File: src/rtl/ahb_dm_bridge.sv
// CPU data-memory port to AHB master bridge: sequences REQ/ADDR/DATA bus phases and holds read data for the CPU.
// Define DMW_WRITE_POST_EN to add the posted-write buffer; otherwise stores complete on the bus like loads.
`ifndef AHB_TRANS_BITS
`define AHB_TRANS_BITS 2
`endif
`ifndef AHB_SIZE_BITS
`define AHB_SIZE_BITS 3
`endif

module ahb_dm_bridge #(
  parameter int unsigned AW       = 32,
  parameter int unsigned DW       = 32,
  parameter int unsigned WB_DEPTH = 4
) (
  input  logic                       clk,
  input  logic                       rst,
  input  logic                       Req,
  input  logic                       Write,
  input  logic [AW-1:0]              Address,
  input  logic [DW-1:0]              Write_data,
  input  logic [2:0]                 Size,
  input  logic                       stall,
  output logic [DW-1:0]              Read_data,
  output logic                       M_ready,
  output logic                       M_err,
  output logic                       HReq,
  input  logic                       HGrant,
  output logic [AW-1:0]              HAddress,
  output logic                       HWrite,
  output logic [`AHB_TRANS_BITS-1:0] HTrans,
  output logic [`AHB_SIZE_BITS-1:0]  HSize,
  output logic                       HLock,
  output logic [DW-1:0]              HWrite_data,
  input  logic [DW-1:0]              HRead_data,
  input  logic                       HReady,
  input  logic [1:0]                 HResp
);

  typedef enum logic [2:0] {S_IDLE, S_REQ, S_ADDR, S_DATA, S_HOLD} state_e;

  typedef struct packed {
    logic [AW-1:0] addr;
    logic [DW-1:0] data;
    logic [2:0]    size;
    logic          write;
  } xfer_t;

  localparam logic [1:0] RESP_ERROR = 2'b01;
  localparam logic [1:0] RESP_RETRY = 2'b10;
  localparam logic [1:0] RESP_SPLIT = 2'b11;
  localparam logic [`AHB_TRANS_BITS-1:0] TRANS_IDLE   = '0;
  localparam logic [`AHB_TRANS_BITS-1:0] TRANS_NONSEQ = {1'b1, {(`AHB_TRANS_BITS-1){1'b0}}};

  state_e state_q, state_d;
  xfer_t  cur_q, cur_d;
  logic [DW-1:0] rdata_q, rdata_d;
  logic          err_q, err_d;
  logic          src_valid;
  xfer_t         src;

  assign HLock     = 1'b0;
  assign Read_data = rdata_q;

`ifdef DMW_WRITE_POST_EN
  localparam int unsigned PW = (WB_DEPTH > 1) ? $clog2(WB_DEPTH) : 1;

  xfer_t         wb_mem [WB_DEPTH];
  logic [PW-1:0] wr_ptr_q, rd_ptr_q;
  logic [PW:0]   count_q;
  logic          wr_err_q;
  logic          full, enq, pop, wr_err_set, rd_done;

  assign full = (count_q == (PW+1)'(WB_DEPTH));
  assign enq  = Req & Write & ~full;

  // Buffered stores always win over a CPU load so loads observe every earlier store.
  always_comb begin
    src_valid = 1'b0;
    src       = '{addr: Address, data: '0, size: Size, write: 1'b0};
    if (count_q != '0) begin
      src_valid = 1'b1;
      src       = wb_mem[rd_ptr_q];
    end else if (Req && !Write) begin
      src_valid = 1'b1;
    end
  end

  always_ff @(posedge clk) begin
    if (rst) begin
      wr_ptr_q <= '0;
      rd_ptr_q <= '0;
      count_q  <= '0;
      wr_err_q <= 1'b0;
    end else begin
      if (enq) wr_ptr_q <= wr_ptr_q + 1'b1;
      if (pop) rd_ptr_q <= rd_ptr_q + 1'b1;
      if (enq && !pop)      count_q <= count_q + 1'b1;
      else if (pop && !enq) count_q <= count_q - 1'b1;
      if (wr_err_set)   wr_err_q <= 1'b1;
      else if (rd_done) wr_err_q <= 1'b0;
    end
  end

  always_ff @(posedge clk) begin
    if (enq) wb_mem[wr_ptr_q] <= '{addr: Address, data: Write_data, size: Size, write: 1'b1};
  end
`else
  always_comb begin
    src_valid = Req;
    src       = '{addr: Address, data: Write_data, size: Size, write: Write};
  end
`endif

  always_ff @(posedge clk) begin
    if (rst) begin
      state_q <= S_IDLE;
      cur_q   <= '0;
      rdata_q <= '0;
      err_q   <= 1'b0;
    end else begin
      state_q <= state_d;
      cur_q   <= cur_d;
      rdata_q <= rdata_d;
      err_q   <= err_d;
    end
  end

  always_comb begin
    state_d     = state_q;
    cur_d       = cur_q;
    rdata_d     = rdata_q;
    err_d       = err_q;
    HReq        = 1'b0;
    HTrans      = TRANS_IDLE;
    HAddress    = '0;
    HWrite      = 1'b0;
    HSize       = '0;
    HWrite_data = '0;
    M_ready     = 1'b0;
    M_err       = 1'b0;
`ifdef DMW_WRITE_POST_EN
    pop         = 1'b0;
    wr_err_set  = 1'b0;
    rd_done     = 1'b0;
`endif
    case (state_q)
      S_IDLE: begin
        if (src_valid) begin
          cur_d   = src;
          state_d = S_REQ;
        end
      end
      S_REQ: begin
        HReq = 1'b1;
        if (HGrant && HReady) state_d = S_ADDR;
      end
      S_ADDR: begin
        HReq     = 1'b1;
        HTrans   = TRANS_NONSEQ;
        HAddress = cur_q.addr;
        HWrite   = cur_q.write;
        HSize    = cur_q.size;
        if (HReady) state_d = S_DATA;
      end
      S_DATA: begin
        HWrite_data = cur_q.data;
        // RETRY/SPLIT is acted on in its first (wait) cycle; cur_q is kept for the reissue.
        if (HResp == RESP_RETRY || HResp == RESP_SPLIT) begin
          state_d = S_REQ;
        end else if (HReady) begin
          if (cur_q.write) begin
            state_d = S_IDLE;
`ifdef DMW_WRITE_POST_EN
            pop        = 1'b1;
            wr_err_set = (HResp == RESP_ERROR);
`else
            M_ready    = 1'b1;
            M_err      = (HResp == RESP_ERROR);
`endif
          end else begin
            rdata_d = (HResp == RESP_ERROR) ? '0 : HRead_data;
`ifdef DMW_WRITE_POST_EN
            err_d   = (HResp == RESP_ERROR) | wr_err_q;
            rd_done = 1'b1;
`else
            err_d   = (HResp == RESP_ERROR);
`endif
            state_d = S_HOLD;
          end
        end
      end
      S_HOLD: begin
        M_ready = 1'b1;
        M_err   = err_q;
        if (!stall) state_d = S_IDLE;
      end
      default: state_d = S_IDLE;
    endcase
`ifdef DMW_WRITE_POST_EN
    M_ready = M_ready | enq;
`endif
  end

endmodule

File: config.mk
export PLATFORM = sky130hd
export DESIGN_NAME = ahb_dm_bridge
export DESIGN_NICKNAME = d
export VERILOG_FILES = /design/src/rtl/ahb_dm_bridge.sv
export SDC_FILE = /design/constraint.sdc
export NUM_CORES = 1
export LEC_CHECK = 0
export ABC_AREA = 1
export CORE_AREA = 4 4 126 128
export DETAILED_ROUTE_END_ITERATION = 8
export DIE_AREA = 0 0 130 132
export PLACE_DENSITY_LB_ADDON = 0.2
export SYNTH_ARGS = -nofsm -noshare
export SYNTH_HDL_FRONTEND = slang
export SYNTH_SLANG_ARGS = --single-unit
File: constraint.sdc
create_clock -name clk -period 3.4 [get_ports clk]
set_clock_uncertainty 0.15 [all_clocks]
set_input_delay 0.68 -clock clk [delete_from_list [all_inputs] [get_ports clk]]
set_output_delay 0.68 -clock clk [all_outputs]
set_load 0.01 [all_outputs]
==> reports/metrics.yaml <==
outcome: "completed"
cts_root_buf: "clkbuf_16"
drcViolationCount: 0
r2r.worst_path.cells: 5
syn-cell-area_mm2: 0.004372
place_congestion: 0.7716
hpwl_um: 9112
r2r_start: "state_q[1]"
drtAntennaViolNets: 0
holdPathEnd: "cur_q[34]"
post_cts_buffers: 0
p_leak_uw: 0.002664
crit_path_max_fanout: 4
finalMaxSlewViolations: 0
rsz0062_at_grt: "no"
setup_tns_ns: 0
tritoncts: "yes"
seq_area_frac_synth_pct: 47.62
clk_latency_ns: 0.35
path_clk_slew_ns: 0.06
diodes: 0
pre_cts_slack_ns: 0.3869
ios: 214
finalHoldViolations: 0
grt_antenna_before_repair: 0
track_usage_pct: 14.95
rows: 45
yosys_warnings: 0
routed_wl_um: 13040
holdWs_ns: 0.3022
grt-ovfl-total: 0
finalNetCount: 929
fmax_mhz: 332.3
period_share_pct: 88.52
max_cap_viol_count: 0
vdd_drop_max_uv: 349.2
p_per_area_mw_per_mm2: 544.8
cp.arrival_ns: 2.18
required_ns: 2.57
die_area_mm2: 0.01716
grt_pass1_wl_um: 20550
ys_types: 21
worst_slack_ns: 0.3904
worst_setup_path_start_kind: "primary input"
synthesis.instances: 631
hold_class: "reg2reg"
synth_seq_cells: 104
cts_made_buffers: 9
routed-via-count: 4359
cts.path.max_buffers: 2
layout_commonest_cell: "clkdlybuf4s50_1"
placed_cells: 998
hold_depth: 2
die_w_um: 130
regArea_mm2: 0.002082
die_h_um: 132
grt_max_degree: 63
port_buffers: 211
start_util_pct: 29.41
areaGrowthSynthToFinish_pct: 59.44
cts_resized: 0
tightest_slew_ns: 0.5260
critPathKind: "in2out"
hp-start: "cur_q[34]"
layout-drive-gt1-share_pct: 4.237
core_area_mm2: 0.01486
hold_buffers: 0
wl_per_cell_um: 12.86
setup_viol: 0
num-fill-cells: 1563
first_pass_iters: 5
dr.first_iter.drc_count: 176
syn_area_per_cell_um2: 6.928
cts_num_sinks: 104
via_per_inst: 4.299
dpl-instance-area_mm2: 0.006644
final_area_mm2: 0.006970
rr_endpoint: "cur_q[48]"
cts_max_level: 3
fin_crit_ns: 3.010
instances_no_fill: 1014
layout_common_cells: "clkdlybuf4s50_1 (211), nor2_1 (109), inv_1 (106), dfxtp_1 (104), a21oi_1 (103)"
worst_setup_path_end_kind: "output pin"
multi_input_area_mm2: 0.001692
grt_pass1_vias: 3951
max_slew_margin_pct: 64.93
reg2reg_slack_ns: 1.44
## layout make-up
| class | count | area share, % |
|---|---|---|
| clock buffer | 9 | 3.231 |
| multi-input combinational | 376 | 24.27 |
| inverter | 109 | 5.888 |
| clock inverter | 7 | 1.454 |
| tap | 188 | 3.375 |
| sequential | 104 | 29.87 |
| timing repair buffer | 221 | 31.92 |
## state kept, by name, summed over array words and instances (netlist names)
name,count
state_q,3
cur_q,68
Read_data,32
err_q,1
## how the worst max path moves through the flow
stage               startpoint     to  slack (ns)
floorplan             HResp[1]  M_err        1.40
global placement      HResp[1]  M_err        0.39
detailed placement    HResp[1]  M_err        0.39
CTS                   HResp[1]  M_err        0.38
global route          HResp[1]  M_err        0.31
finish                HResp[1]  M_err        0.39
## synth_stat cells (all sizes together)
cell type	n	area [um^2]
inv	108	405.4
nor2	113	441.7
a21oi	103	515.5
clkbuf	22	82.58
conb	1	3.750
nand3	9	62.56
nand2	77	291.5
dfxtp	104	2082
clkinv	1	5.000
o21ai	71	355.3
nand3b	1	7.510
buf	21	118.9
## logic make-up after synthesis
logic type,after synthesis,share of synthesized area (%)
compound gates,174,19.92
other cells,1,0.08578
simple gates,200,18.37
buf+inv,152,14.00
flops,104,47.62
## metal layers
layer | track usage [%] | vias up | share of wire, %
li1 | - | 2315 | -
met1 | 18.65 | 1891 | 43
met2 | 22.78 | 141 | 45
met3 | 7.091 | 12 | 10
met4 | 4.734 | 0 | 1.7
met5 | 0 | - | 0
## stage by stage
stage                     power (uW)  util (%)
after floorplan                 2226         -
after global routing            4072     46.89
after CTS                       3859     46.89
after detailed placement        2692     44.70
after global placement          2681     44.70
final                           3797     46.89
## where the power goes
| part | switching, uW | leakage (uW) | internal [uW] | total, uW |
|---|---|---|---|---|
| combinational | 622 | 0.00166 | 474 | 1100 |
| sequential | 78.1 | 0.000853 | 1480 | 1560 |
| clock | 491 | 0.000153 | 654 | 1140 |
## critical path, stage by stage
cell and delay (ns):
clkdlybuf4s50_1 0.51, nor2_4 0.17, nand3_1 0.09, o21ai_0 0.16
clkdlybuf4s50_1 0.56
No activity file was read; power rests on OpenSTA's default activity.
